### config.mk
export PLATFORM = sky130hd
export DESIGN_NAME = mm_cmd_scheduler
export DESIGN_NICKNAME = d
export VERILOG_FILES = /design/src/rtl/mm_pkg.sv /design/src/rtl/mm_cmd_fifo.sv /design/src/rtl/mm_cmd_scheduler.sv
export SDC_FILE = /design/constraint.sdc
export NUM_CORES = 1
export LEC_CHECK = 0
export ABC_AREA = 1
export BUFFER_PORTS_ARGS = -buffer_cell sky130_fd_sc_hd__clkbuf_2
export CAP_MARGIN = 15
export CORE_MARGIN = 2
export CORE_UTILIZATION = 39
export CTS_CLUSTER_SIZE = 40
export DETAILED_ROUTE_END_ITERATION = 12
export GPL_TIMING_DRIVEN = 0
export HOLD_SLACK_MARGIN = 0.08
export PLACE_DENSITY_LB_ADDON = 0.15
export SLEW_MARGIN = 0
export SYNTH_ARGS = -nofsm -noshare
export SYNTH_HDL_FRONTEND = slang
export SYNTH_SLANG_ARGS = --single-unit
### constraint.sdc
create_clock -name clk -period 5.8 [get_ports clk]
set_clock_uncertainty 0.15 [all_clocks]
set_input_delay 0.58 -clock clk [delete_from_list [all_inputs] [get_ports clk]]
set_output_delay 0.58 -clock clk [all_outputs]
set_load 0.05 [all_outputs]
### src/rtl/mm_pkg.sv
// mm_pkg: shared types for the matrix-multiply command scheduler.
//   WADDR_W / FADDR_W : weight / feature buffer address widths
//   CI_W / N_W        : feature-width and node-count field widths
//   mm_cmd_t          : engine configuration carried per command
//   mm_state_e        : scheduler FSM states
//   cmd_invalid()     : a command with Ci, Co or N of zero is rejected
package mm_pkg;

  localparam int WADDR_W = 13;
  localparam int FADDR_W = 11;
  localparam int CI_W    = 8;
  localparam int N_W     = 16;

  typedef struct packed {
    logic [WADDR_W-1:0] weight_addr;
    logic [FADDR_W-1:0] input_addr;
    logic [FADDR_W-1:0] output_addr;
    logic [CI_W-1:0]    ci;
    logic [CI_W-1:0]    co;
    logic [N_W-1:0]     n;
  } mm_cmd_t;

  typedef enum logic [1:0] {
    ST_IDLE   = 2'd0,
    ST_ISSUE  = 2'd1,
    ST_WAIT   = 2'd2,
    ST_RETIRE = 2'd3
  } mm_state_e;

  function automatic logic cmd_invalid(input mm_cmd_t c);
    return (c.ci == '0) || (c.co == '0) || (c.n == '0);
  endfunction

endpackage

### src/rtl/mm_cmd_fifo.sv
// mm_cmd_fifo: registered synchronous FIFO holding MM commands plus their tags.
// A push in cycle t is visible at the head in t+1. Push and pop may coincide.
// Ports:
//   clk, rst             clock, synchronous active-high reset (flushes the queue)
//   push, push_cmd/tag   write strobe and entry (caller guarantees !full)
//   pop                  advance the head (caller guarantees !empty)
//   head_cmd, head_tag   oldest entry
//   full, empty          occupancy flags
module mm_cmd_fifo
  import mm_pkg::*;
#(
  parameter int DEPTH = 4,
  parameter int TAG_W = 4
) (
  input  logic             clk,
  input  logic             rst,
  input  logic             push,
  input  mm_cmd_t          push_cmd,
  input  logic [TAG_W-1:0] push_tag,
  input  logic             pop,
  output mm_cmd_t          head_cmd,
  output logic [TAG_W-1:0] head_tag,
  output logic             full,
  output logic             empty
);

  localparam int PTR_W = $clog2(DEPTH);

  mm_cmd_t          mem_cmd [DEPTH];
  logic [TAG_W-1:0] mem_tag [DEPTH];
  logic [PTR_W-1:0] wr_ptr;
  logic [PTR_W-1:0] rd_ptr;
  // One bit wider than the pointers so that full and empty are distinguishable.
  logic [PTR_W:0]   count;

  always_ff @(posedge clk) begin
    if (rst) begin
      wr_ptr <= '0;
      rd_ptr <= '0;
      count  <= '0;
    end else begin
      if (push) wr_ptr <= wr_ptr + 1'b1;
      if (pop)  rd_ptr <= rd_ptr + 1'b1;
      case ({push, pop})
        2'b10:   count <= count + 1'b1;
        2'b01:   count <= count - 1'b1;
        default: count <= count;
      endcase
    end
  end

  // Storage carries no reset; occupancy is tracked by the control registers.
  always_ff @(posedge clk) begin
    if (push) begin
      mem_cmd[wr_ptr] <= push_cmd;
      mem_tag[wr_ptr] <= push_tag;
    end
  end

  assign head_cmd = mem_cmd[rd_ptr];
  assign head_tag = mem_tag[rd_ptr];
  assign full     = (count == (PTR_W+1)'(DEPTH));
  assign empty    = (count == '0);

endmodule

### src/rtl/mm_cmd_scheduler.sv
// mm_cmd_scheduler: queues MM commands from the decoder and runs them one at a
// time on the single MM engine: latch config, pulse start, wait for done, then
// post a tagged completion. Commands with Ci, Co or N of zero complete with
// cpl_err=1 without starting the engine.
// Optional feature macro: MM_SCHED_PERF_EN adds saturating perf counters
// perf_busy_cycles (cycles in ISSUE/WAIT) and perf_cmd_count (good completions).
// Ports:
//   clk, rst                  clock, synchronous active-high reset
//   cmd_valid/ready/tag/...   decoder command channel (valid/ready handshake)
//   mm_start_valid            one-cycle engine start pulse
//   mm_*_start_addr, mm_ci,
//   mm_co, mm_n               engine config, stable from pop until the next pop
//   mm_done                   engine completion pulse
//   cpl_valid/tag/err         one-cycle completion report
//   busy                      queue non-empty or a command in progress
module mm_cmd_scheduler
  import mm_pkg::*;
#(
  parameter int DEPTH = 4,
  parameter int TAG_W = 4,
  parameter int CNT_W = 32
) (
  input  logic               clk,
  input  logic               rst,
  input  logic               cmd_valid,
  output logic               cmd_ready,
  input  logic [TAG_W-1:0]   cmd_tag,
  input  logic [WADDR_W-1:0] cmd_weight_addr,
  input  logic [FADDR_W-1:0] cmd_input_addr,
  input  logic [FADDR_W-1:0] cmd_output_addr,
  input  logic [CI_W-1:0]    cmd_ci,
  input  logic [CI_W-1:0]    cmd_co,
  input  logic [N_W-1:0]     cmd_n,
  output logic               mm_start_valid,
  output logic [WADDR_W-1:0] mm_weight_start_addr,
  output logic [FADDR_W-1:0] mm_input_start_addr,
  output logic [FADDR_W-1:0] mm_output_start_addr,
  output logic [CI_W-1:0]    mm_ci,
  output logic [CI_W-1:0]    mm_co,
  output logic [N_W-1:0]     mm_n,
  input  logic               mm_done,
  output logic               cpl_valid,
  output logic [TAG_W-1:0]   cpl_tag,
  output logic               cpl_err,
  output logic               busy
`ifdef MM_SCHED_PERF_EN
  ,
  output logic [CNT_W-1:0]   perf_busy_cycles,
  output logic [CNT_W-1:0]   perf_cmd_count
`endif
);

  if (DEPTH < 2 || (DEPTH & (DEPTH - 1)) != 0 || CNT_W < 1) begin : g_param_check
    $error("mm_cmd_scheduler: DEPTH must be a power of 2 >= 2 and CNT_W >= 1");
  end

  mm_state_e        state_q, state_d;
  mm_cmd_t          cfg_q;
  logic [TAG_W-1:0] tag_q;
  logic             err_q;

  mm_cmd_t          in_cmd;
  mm_cmd_t          head_cmd;
  logic [TAG_W-1:0] head_tag;
  logic             fifo_full;
  logic             fifo_empty;
  logic             push;
  logic             pop;

  assign in_cmd = '{weight_addr: cmd_weight_addr,
                    input_addr:  cmd_input_addr,
                    output_addr: cmd_output_addr,
                    ci:          cmd_ci,
                    co:          cmd_co,
                    n:           cmd_n};

  assign cmd_ready = !fifo_full;
  assign push      = cmd_valid && !fifo_full;

  mm_cmd_fifo #(
    .DEPTH (DEPTH),
    .TAG_W (TAG_W)
  ) u_fifo (
    .clk      (clk),
    .rst      (rst),
    .push     (push),
    .push_cmd (in_cmd),
    .push_tag (cmd_tag),
    .pop      (pop),
    .head_cmd (head_cmd),
    .head_tag (head_tag),
    .full     (fifo_full),
    .empty    (fifo_empty)
  );

  always_ff @(posedge clk) begin
    if (rst) begin
      state_q <= ST_IDLE;
      cfg_q   <= '0;
      tag_q   <= '0;
      err_q   <= 1'b0;
    end else begin
      state_q <= state_d;
      if (pop) begin
        cfg_q <= head_cmd;
        tag_q <= head_tag;
        err_q <= cmd_invalid(head_cmd);
      end
    end
  end

  always_comb begin
    state_d = state_q;
    pop     = 1'b0;
    case (state_q)
      ST_IDLE: begin
        if (!fifo_empty) begin
          pop     = 1'b1;
          state_d = cmd_invalid(head_cmd) ? ST_RETIRE : ST_ISSUE;
        end
      end
      // mm_done during ISSUE is not looked at: the engine needs at least a cycle.
      ST_ISSUE:  state_d = ST_WAIT;
      ST_WAIT:   if (mm_done) state_d = ST_RETIRE;
      ST_RETIRE: state_d = ST_IDLE;
      default:   state_d = ST_IDLE;
    endcase
  end

  assign mm_start_valid       = (state_q == ST_ISSUE);
  assign cpl_valid            = (state_q == ST_RETIRE);
  assign cpl_err              = (state_q == ST_RETIRE) && err_q;
  assign cpl_tag              = tag_q;
  assign busy                 = !fifo_empty || (state_q != ST_IDLE);

  assign mm_weight_start_addr = cfg_q.weight_addr;
  assign mm_input_start_addr  = cfg_q.input_addr;
  assign mm_output_start_addr = cfg_q.output_addr;
  assign mm_ci                = cfg_q.ci;
  assign mm_co                = cfg_q.co;
  assign mm_n                 = cfg_q.n;

`ifdef MM_SCHED_PERF_EN
  function automatic logic [CNT_W-1:0] sat_inc(input logic [CNT_W-1:0] v);
    return (&v) ? v : v + 1'b1;
  endfunction

  always_ff @(posedge clk) begin
    if (rst) begin
      perf_busy_cycles <= '0;
      perf_cmd_count   <= '0;
    end else begin
      if (state_q == ST_ISSUE || state_q == ST_WAIT)
        perf_busy_cycles <= sat_inc(perf_busy_cycles);
      if (state_q == ST_RETIRE && !err_q)
        perf_cmd_count <= sat_inc(perf_cmd_count);
    end
  end
`endif

endmodule
==> results of run 1 <==
cell type report:
type / instances / area (um^2)
Fill cell: 3131 / 18000
Multi-Input combinational cell: 677 / 3120
Tap cell: 455 / 569
Antenna cell: 1 / 2.50
Inverter: 26 / 100
Clock inverter: 12 / 145
Timing Repair Buffer: 161 / 968
Buffer: 69 / 342
Clock buffer: 62 / 1180
Sequential cell: 367 / 10200
power by group through the flow:
stage               sequential (mW)  combinational, mW  clock (mW)
finish                         3.55               3.28        2.56
global route                   3.60               3.59        2.70
CTS                            3.55               3.32        2.61
detailed placement             3.60               3.31           0
global placement               3.66               3.21           0
floorplan                      4.38               1.45           0
path summary, 6_finish.rpt:
path / startpoint / to / slack [ns] / cells after the start
setup / recovery: state_q[0] / u_fifo.count[2] / 2.65 / 14
hold / removal: cmd_output_addr[7] / u_fifo.mem_cmd[3][39] / 0.10 / 1
setup reg to reg: state_q[0] / u_fifo.count[2] / 2.65 / 14
hold reg to reg: u_fifo.count[2] / u_fifo.count[2] / 0.37 / 2
synth_stat cells (10+ instances only):
cell type    n
a31oi_1     41
clkbuf_1    25
ha_1        10
nand3_1     65
a21oi_1     41
o21ai_0    159
nand2_1    183
buf_2       29
nor2_1     172
inv_1       24
edfxtp_1   284
dfxtp_1     83
metrics by stage:
stage	cell area [um^2]	TNS, ns
finish	16600	0
global route	16600	0
CTS	16600	0
detailed placement	15300	0
global placement	15000	-422.82
floorplan	13700	0
cell families after synthesis:
family,after synthesis
buffers and inverters,95
AO/OA/AOI/OAI,243
flip-flops,367
AND/OR/NAND/NOR,423
adder cells (fa/ha/maj),11
placed cells by master, fill, tap and decap left out, drive strengths merged:
cell type and instances:
o31ai 1, clkbuf 238, nor2 172, buf 53
dlygate4sd3 1, edfxtp 284, ha 10, diode 1
bufinv 3, inv 29, nand4 2, a21oi 41
fa 1, dfxtp 83, nand2 183, a31oi 41
o21ai 160, and2 1, nand3 65, clkinv 6
flip-flops by register name, summed over array words and instances (netlist names), named ones only:
signal                flops
u_fifo.wr_ptr             2
mm_co                     8
err_q                     1
mm_weight_start_addr     13
u_fifo.mem_tag           16
u_fifo.rd_ptr             2
mm_ci                     8
u_fifo.mem_cmd          268
u_fifo.count              3
mm_input_start_addr      11
mm_n                     16
cpl_tag                   4
mm_output_start_addr     11
state_q                   2
metal layers:
layer	global-route usage	wire length (um)	vias to the layer above
met2	0.316	16700	245
li1	-	-	4435
met3	0.0409	1980	60
met4	0.0683	932	6
met5	0	41	-
met1	0.249	15200	4412
timing repair:
action / in CTS / in global routing
hold endpoints to repair: 1 / 0
hold buffers: 1 / 0
setup buffers: 0 / 0
==> summary.txt, run 1 <==
Clock tree
  – Cts repair resizes: 0
  – Clock Tree Buf Depth: 3
  – Sink Count: 367
  – H-tree depth: 2
  – CTS clk-pin slew, worst paths: 0.06 ns
  – CTS tree: done
  – Latest clock arrival within the worst-skew pair: 0.54 ns
  – Clk root buf: clkbuf_16
  – Inserted Clock Buffers: 40

Synthesis
  – Syn. warnings: 0
  – Sequential fraction of the synthesis area: 0.743
  – Compound-gate portion of the synthesized area: 0.0925
  – Post-synth EDFFs: 284
  – Post-synthesis adder-cell area fraction: 0.0106
  – Avg Cell Area, Syn: 12.0 um^2
  – Synth Flop Type: edfxtp_1
  – Synth Area in Simple Gates: 0.122
  – Async SR Flop Fraction: 0
  – #FFs+latches synth: 367
  – Multiplexer share of the synthesized area: 0
  – Xor/xnor share of the synthesized area: 0
  – Syn_nets: 1225
  – Area contributors post-synth: edfxtp_1 62%, dfxtp_1 12%, o21ai_0 5.8%
  – Cell Area, Synth: 0.0137 mm^2
  – Distinct cells, synth: 23
  – Largest family of logic cells by synthesized area: simple AND/OR/NAND/NOR gates
  – Post-Synthesis Cells: 1139
  – Top-area cell type share of the netlist area: 0.621
  – Area leader, netlist: edfxtp_1

Route
  – Initial DRC count: 477
  – Post-Route WL: 34900 um
  – Post-route DRC violation count: 0
  – Detail Route Antenna Nets: 0
  – DR vias/cell: 5.00
  – DR vias: 9158
  – Routed length per instance: 19.1 um
  – Drt first pass iters: 7

Setup path
  – Req. time, crit path: 6.07 ns
  – Crit Path Category: reg -> reg
  – CP Cell Sequence: inv_1 -> ha_1 -> o31ai_1 -> inv_1 -> buf_2 -> buf_2 -> buf_2 -> ha_1 -> inv_1 -> fa_1 -> a21oi_1 -> o21ai_0 -> o21ai_0 -> a21oi_1
  – Buf+Inv Stages, Crit Path: 6
  – CP Max Fanout: 10
  – CP peak stage delay: 0.38 ns
  – Crit path capture type: register
  – Worst EP arrival: 3.42 ns
  – Startpoint types: register
  – Crit-path slowest cell: fa_1
  – Delay-heaviest family, CP: buffers and inverters

GRT
  – Largest net degree at the start of global routing: 27
  – Vias in the first global route: 8821
  – Grt total ovfl: 0
  – Initial antenna violation count: 4
  – Global-route wire length before repair: 52200 um
  – GR Util All Layers: 0.191

Power and ir drop
  – Switch share: 0.396
  – Tot Pwr: 9.40 mW
  – Clk pwr share: 0.273
  – Int Power: 5.67 mW
  – Combinational power share: 0.349
  – Maximum vdd drop: 334 uV
  – PD cells: 565 mW/mm^2
  – Seq pwr share: 0.378
  – Leak: 6.30 nW
  – Psw: 3.72 mW

Timing
  – # setup viols final: 0
  – Slew of the pin with the lowest slew margin: 0.818 ns
  – Max_slew headroom: 0.453
  – RSZ-0062 raised after global routing: no
  – Crit share post-route: 0.543
  – Hold Violations, Final: 0
  – Fin Hold WS: 0.105 ns
  – Setup ws final: 2.65 ns
  – Max-slew violation count: 0
  – Minimum clock period: 3.15 ns
  – Fmax: 318 MHz

Die
  – Std-Cell Rows: 68
  – Width of the die: 192 um
  – Die area: 0.0367 mm^2
  – Initial Util: 0.396
  – Num ports: 151
  – Core region area: 0.0346 mm^2
  – Die height: 192 um

Placement
  – DP Cell Count: 1754
  – Post-Place Worst Slack: 2.70 ns
  – Final HPWL from detailed placement: 22600 um
  – Port bufs: 150
  – Final Wtd Congestion: 0.772

Flow run
  – MaxCap Viol Count: 0

Outcome
  – Status: completed

Cells and area
  – Finished Layout Cells: 1830
  – Post-layout util: 0.480
  – Area growth from synthesis to layout: 21.1%
  – Layout cells sized above 1: 0.191
  – Final net count: 1428

Min path
  – Worst min path class: in -> reg
Note: power is estimated with default switching activity, not from simulation.
==> run 2, diff against run 1 <==
clock period = 3.1 ns   (was 5.8 ns; I/O delays follow)
==> run 2 against run 1 <==
Compared with the run above: hold slack better by 0.19 ns; cell area is 4.1% higher; via count is 3.0% higher; critical endpoint unchanged; largest cell class unchanged; highest routed layer is now met4.
==> summary.txt, run 2 (synthesis gave the netlist of run 1 again) <==
Outcome
  – Status: completed

Cells and area
  – Commonest non-fill, non-tap cell in the layout: edfxtp_1
  – Final net count: 1501 (+5.1%)
  – Most frequent cells in the layout: 284 x edfxtp_1, 183 x nand2_1, 168 x nor2_1, 159 x o21ai_0, 151 x clkbuf_2
  – Post-layout util: 0.500 (+0.0195)
  – Area growth from synthesis to layout: 26.1%
  – Reg with most FFs: u_fifo.mem_cmd
  – Finished Layout Cells: 1900 (+3.8%)
  – Layout cells sized above 1: 0.179 (-0.0120)
  – Max reg flops: 268 (unchanged)

Clock tree
  – Clk root buf: clkbuf_16
  – Setup bufs post-CTS: 0 (unchanged)
  – H-tree depth: 2 (unchanged)
  – Sink Count: 367 (unchanged)
  – CTS clk-pin slew, worst paths: 0.06 ns (about the same)
  – Clock Tree Buf Depth: 3 (unchanged)
  – Latest clock arrival within the worst-skew pair: 0.52 ns (-0.02 ns)
  – Inserted Clock Buffers: 40 (unchanged)
  – CTS tree: done

Min path
  – Worst min path class: in -> reg
  – Hold Startpoint: cmd_valid
  – Hold path depth: 3 (+2)
  – Hold Path End: u_fifo.wr_ptr[0]

Placement
  – Final HPWL from detailed placement: 23100 um (+2.3%)
  – Final Wtd Congestion: 0.777 (+0.61%)
  – DP Cell Count: 1756 (+0.11%)
  – Post-Place Worst Slack: -0.0241 ns (-2.72 ns)
  – Port bufs: 150 (unchanged)

Die
  – Initial Util: 0.396 (unchanged)
  – Num ports: 151 (unchanged)
  – Core region area: 0.0346 mm^2 (unchanged)
  – Die height: 192 um (unchanged)
  – Die area: 0.0367 mm^2 (unchanged)
  – Std-Cell Rows: 68 (unchanged)
  – Width of the die: 192 um (unchanged)

Power and ir drop
  – Clk pwr share: 0.257 (-0.016)
  – Combinational power share: 0.360 (+0.011)
  – Int Power: 10.4 mW (+84%)
  – Maximum vdd drop: 519 uV (+55%)
  – Switch share: 0.400 (+0.00336)
  – PD cells: 1000 mW/mm^2 (+78%)
  – Seq pwr share: 0.383 (+0.005)
  – Leak: 6.57 nW (+4.2%)
  – Psw: 6.94 mW (+86%)

Timing
  – RSZ-0062 raised after global routing: no
  – Hold Violations, Final: 0 (unchanged)
  – Minimum clock period: 2.78 ns (-0.370 ns)
  – # setup viols final: 0 (unchanged)
  – Final TNS setup: 0 ns (unchanged)
  – Fmax: 360 MHz (+13%)
  – Setup ws final: 0.323 ns (-2.33 ns)
  – Max_slew headroom: 0.509 (+0.0553)
  – Max-slew violation count: 0 (unchanged)
  – Crit share post-route: 0.896 (+0.353)
  – Slew of the pin with the lowest slew margin: 0.735 ns (-0.0827 ns)

Route
  – DR vias/cell: 4.96 (-0.82%)
  – Post-Route WL: 35800 um (+2.4%)
  – Routed length per instance: 18.8 um (-1.3%)
  – Met1 WL: 15300 um (+0.34%)
  – Routed wl met3: 2280 um (+15%)
  – Initial DRC count: 534 (+12%)
  – Met2 WL: 17300 um (+3.3%)
  – Post-route DRC violation count: 0 (unchanged)
  – DR vias: 9430 (+3.0%)
  – Drt first pass iters: 5 (-2)
  – Detail Route Antenna Nets: 0 (unchanged)
  – Top Layer Used: met4

Setup path
  – Req. time, crit path: 3.35 ns (-2.72 ns)
  – Reg2Reg Launch Point: state_q[1]
  – R2R Path End: u_fifo.count[2]
  – CP Max Fanout: 19 (+9)
  – Worst path most repeated cell: inv_1
  – R2R depth: 13 (-1)
  – Crit path capture type: register
  – Crit-path slowest cell: fa_1
  – CP Launch Point: state_q[1]
  – R2R Setup Slk: 0.32 ns (-2.33 ns)
  – CP Cell Sequence: inv_1 -> ha_1 -> o31ai_1 -> inv_1 -> clkbuf_4 -> buf_4 -> ha_1 -> inv_1 -> fa_1 -> a21oi_1 -> o21ai_0 -> o21ai_0 -> a21oi_1
  – Buf+Inv Stages, Crit Path: 5 (-1)
  – CP peak stage delay: 0.37 ns (about the same)
  – Worst EP arrival: 3.02 ns (-0.40 ns)
  – Delay-heaviest family, CP: buffers and inverters
  – Crit Path Category: reg -> reg
  – Startpoint types: register

GRT
  – GR Util All Layers: 0.198 (+0.00652)
  – Global-route wire length before repair: 54500 um (+4.4%)
  – Vias in the first global route: 9532 (+8.1%)
  – Grt total ovfl: 0 (unchanged)
  – Largest net degree at the start of global routing: 27 (unchanged)
  – Initial antenna violation count: 1 (-3)

Flow run
  – MaxCap Viol Count: 0 (unchanged)
## run 2: cell count changes in the layout (fill, tap and decap cells not counted), sizes merged
cell         delta
clkbuf          -5
dlygate4sd3    +72
clkinvlp        +2
clkinv          +6
inv             -3
bufinv          -2
## run 2: worst max path at each step
stage / cells after the start / slack, ns / end
floorplan: 4 / -0.55 / u_fifo.mem_cmd[0][0]
global placement: 4 / -1.95 / u_fifo.mem_cmd[0][39]
detailed placement: 14 / -0.02 / u_fifo.count[2]
CTS: 14 / 0.07 / u_fifo.count[2]
global route: 13 / 0.15 / u_fifo.count[2]
finish: 13 / 0.32 / u_fifo.count[2]
## run 2: per-layer routing
metal / global-route usage / vias up
li1: - / 4583
met1: 0.256 / 4495
met2: 0.338 / 287
met3: 0.0331 / 65
met4: 0.0639 / 0
met5: 0 / -
## run 2: power groups by stage
stage                     logic, mW  clock network, mW  registers, mW
after CTS                      6.35               4.56           6.65
final                          6.25               4.47           6.65
after global routing           6.85               4.76           6.73
after detailed placement       6.24                  0           6.74
after floorplan                2.72                  0           8.16
after global placement         6.07                  0           6.80
## run 2: cell type report
type                            count  area, um^2
Antenna cell                        1        2.50
Buffer                             68         342
Clock buffer                       56        1130
Clock inverter                     15        97.6
Fill cell                        3114       17300
Inverter                           26         100
Multi-Input combinational cell    677        3120
Sequential cell                   367       10200
Tap cell                          455         569
Timing Repair Buffer              235        1740
## run 2: timing repair
| item | in CTS | in global routing |
|---|---|---|
| hold buffers | 73 | 0 |
| resized for setup | 1 | 1 |
| endpoints found under the hold margin | 286 | 0 |
| pin swaps | 0 | 0 |
| endpoints found under the setup margin | 1 | 1 |
## run 2: worst min-delay path, stage by stage
cell      delay [ns]
clkbuf_2        0.08
nand2_1         0.29
a21oi_1         0.23
## run 2: through the flow
stage / hold slack [ns] / instance area (um^2) / power (mW)
after global routing: 0.335 / 17300 / 18.3
after CTS: 0.295 / 17300 / 17.6
after global placement: 0.352 / 15100 / 12.9
after floorplan: 0.232 / 13700 / 10.9
final: 0.293 / 17300 / 17.4
after detailed placement: 0.357 / 15300 / 13.0
==> run 3, diff against run 2 <==
BUFFER_PORTS_ARGS = -buffer_cell sky130_fd_sc_hd__buf_2   (was -buffer_cell sky130_fd_sc_hd__clkbuf_2)
==> run 3 against run 2 <==
Compared with the run above: routed wire length decreased by 1.2%; sequential power about the same; combinational power about the same; clock-buffer cell count increased by 1; power increased by 0.13%; via count decreased by 0.95%; worst setup slack improved by 0.019 ns; largest cell class unchanged.
==> summary.txt, run 3 (synthesis gave the netlist of run 1 again) <==
Clock tree
  – CTS clk-pin slew, worst paths: 0.06 ns (about the same)
  – H-tree depth: 2 (unchanged)
  – Setup bufs post-CTS: 0 (unchanged)
  – Clk root buf: clkbuf_16
  – Sink Count: 367 (unchanged)
  – Inserted Clock Buffers: 39 (-2.5%)
  – CTS tree: done
  – Clock Tree Buf Depth: 3 (unchanged)
  – Latest clock arrival within the worst-skew pair: 0.54 ns (+0.02 ns)

Route
  – Post-Route WL: 35300 um (-1.2%)
  – Detail Route Antenna Nets: 0 (unchanged)
  – DR vias: 9340 (-0.95%)
  – Initial DRC count: 490 (-8.2%)
  – Routed length per instance: 18.6 um (-1.0%)
  – Post-route DRC violation count: 0 (unchanged)
  – Drt first pass iters: 4 (-1)
  – DR vias/cell: 4.93 (-0.75%)

Cells and area
  – Filler cells: 3106 (-0.26%)
  – Max reg flops: 268 (unchanged)
  – Final net count: 1498 (-0.20%)
  – Final Instance Area: 0.0173 mm^2 (-0.27%)
  – Reg with most FFs: u_fifo.mem_cmd
  – Layout cells sized above 1: 0.175 (-0.00448)
  – Commonest non-fill, non-tap cell in the layout: edfxtp_1
  – # diodes: 0 (-1)
  – Most frequent cells in the layout: 284 x edfxtp_1, 183 x nand2_1, 176 x buf_2, 168 x nor2_1, 159 x o21ai_0
  – Area growth from synthesis to layout: 25.7%

Power and ir drop
  – Clk pwr share: 0.260 (+0.003)
  – Leak: 6.57 nW (about the same)
  – Seq pwr share: 0.381 (-0.002)
  – PD cells: 1010 mW/mm^2 (+0.40%)
  – Tot Pwr: 17.4 mW (+0.13%)
  – Maximum vdd drop: 653 uV (+26%)
  – Combinational power share: 0.359 (about the same)
  – Int Power: 10.5 mW (+0.58%)
  – Psw: 6.90 mW (-0.53%)
  – Switch share: 0.397 (-0.00266)

Outcome
  – Status: completed

Die
  – Core region area: 0.0346 mm^2 (unchanged)
  – Die height: 192 um (unchanged)
  – Std-Cell Rows: 68 (unchanged)
  – Die area: 0.0367 mm^2 (unchanged)
  – Initial Util: 0.396 (unchanged)
  – Num ports: 151 (unchanged)
  – Width of the die: 192 um (unchanged)

Timing
  – Minimum clock period: 2.76 ns (-0.0188 ns)
  – # setup viols final: 0 (unchanged)
  – Crit share post-route: 0.890 (-0.00606)
  – Fin Hold WS: 0.283 ns (-0.00998 ns)
  – Slew of the pin with the lowest slew margin: 0.865 ns (+0.130 ns)
  – Fmax: 363 MHz (+0.68%)
  – RSZ-0062 raised after global routing: no
  – Max_slew headroom: 0.422 (-0.0869)
  – Hold Violations, Final: 0 (unchanged)
  – Max-slew violation count: 0 (unchanged)

Setup path
  – Crit Path Category: reg -> reg
  – Worst path most repeated cell: inv_1
  – CP Cell Sequence: inv_1 -> ha_1 -> o31ai_1 -> inv_1 -> clkbuf_4 -> buf_4 -> ha_1 -> inv_1 -> fa_1 -> a21oi_1 -> o21ai_0 -> o21ai_0 -> a21oi_1
  – Req. time, crit path: 3.36 ns (about the same)
  – Crit-path slowest cell: fa_1
  – CP peak stage delay: 0.37 ns (about the same)
  – Crit path capture type: register
  – Startpoint types: register
  – Worst EP arrival: 3.01 ns (about the same)
  – CP Max Fanout: 19 (unchanged)

Placement
  – Final HPWL from detailed placement: 22700 um (-1.7%)
  – Post-placement cell area: 0.0153 mm^2 (-0.26%)
  – Final Wtd Congestion: 0.779 (+0.24%)
  – Port bufs: 150 (unchanged)

GRT
  – Largest net degree at the start of global routing: 28 (+3.7%)
  – Global routing's busiest layer: met2
  – Vias in the first global route: 9254 (-2.9%)
  – Met2 global-route usage: 0.331 (-0.00694)
  – GR Util All Layers: 0.195 (-0.00227)
  – Initial antenna violation count: 0 (-1)
  – Global-route wire length before repair: 53800 um (-1.3%)
  – Grt total ovfl: 0 (unchanged)
  – Global routing met1 resource utilization: 0.254 (-0.00276)
  – M3 GR Usage: 0.0384 (+0.00530)

Min path
  – Worst min path class: in -> reg

Flow run
  – MaxCap Viol Count: 0 (unchanged)
-- run 3: cell types whose count changed in the layout (fill, tap and decap cells not counted), sizes merged, moves of 2 or more --
cell | before | now
bufinv | 1 | 3
clkbuf | 233 | 84
buf | 53 | 201
inv | 26 | 28
clkinv | 12 | 8
clkinvlp | 2 | 0
-- run 3: final timing paths --
| path | startpoint | endpoint | slack [ns] | cells after the start |
|---|---|---|---|---|
| hold / removal | cmd_valid | u_fifo.wr_ptr[0] | 0.28 | 3 |
| setup / recovery | state_q[1] | u_fifo.count[2] | 0.34 | 13 |
| setup reg to reg | state_q[1] | u_fifo.count[2] | 0.34 | 13 |
| hold reg to reg | u_fifo.count[1] | u_fifo.count[1] | 0.37 | 2 |
-- run 3: routing by layer --
layer	wire, um	vias up
li1	-	4575
met4	803	0
met1	15500	4454
met3	2130	57
met5	0	-
met2	16900	254
-- run 3: layout make-up --
| cell class | count | area, um^2 | area share |
|---|---|---|---|
| well taps | 455 | 569 | 0.0330 |
| flip-flops and latches | 367 | 10200 | 0.591 |
| repair buffers | 233 | 1700 | 0.0988 |
| clock buffers | 57 | 1080 | 0.0628 |
| multi-input cells | 677 | 3120 | 0.181 |
| inverters | 26 | 100 | 0.00580 |
| clock inverters | 13 | 143 | 0.00827 |
| plain buffers | 68 | 342 | 0.0198 |
-- run 3: through the flow --
step | std cells | worst slack (ns) | util | TNS (ns)
after floorplan | 1139 | -0.553 | - | -157.18
after global placement | 1744 | -1.95 | 0.435 | -540.22
after detailed placement | 1754 | -0.0135 | 0.442 | -0.0135
after CTS | 1897 | 0.0561 | 0.498 | 0
after global routing | 1896 | 0.0661 | 0.498 | 0
final | 1896 | 0.342 | 0.498 | 0
-- run 3: worst max-delay path: cells and delay by family (launching register included) --
family	cells	cell delay, ns
AO/OA/AOI/OAI	5	0.57
buffers and inverters	5	0.82
flip-flops	1	0.34
adder cells (fa/ha/maj)	3	0.75
-- run 3: timing repair --
action                                  4_1_cts  5_1_grt
gates resized for setup                       1        1
endpoints found under the hold margin       287        0
hold buffers                                 73        0
cloned                                        0        0
endpoints found under the setup margin        1        1
-- run 3: power by group through the flow --
stage	sequential [mW]	clock (mW)	combinational (mW)
2_1_floorplan	8.16	0	2.72
3_3_place_gp	6.79	0	6.07
3_5_place_dp	6.73	0	6.25
4_1_cts	6.63	4.61	6.35
5_1_grt	6.72	4.80	6.85
6_report	6.63	4.52	6.25
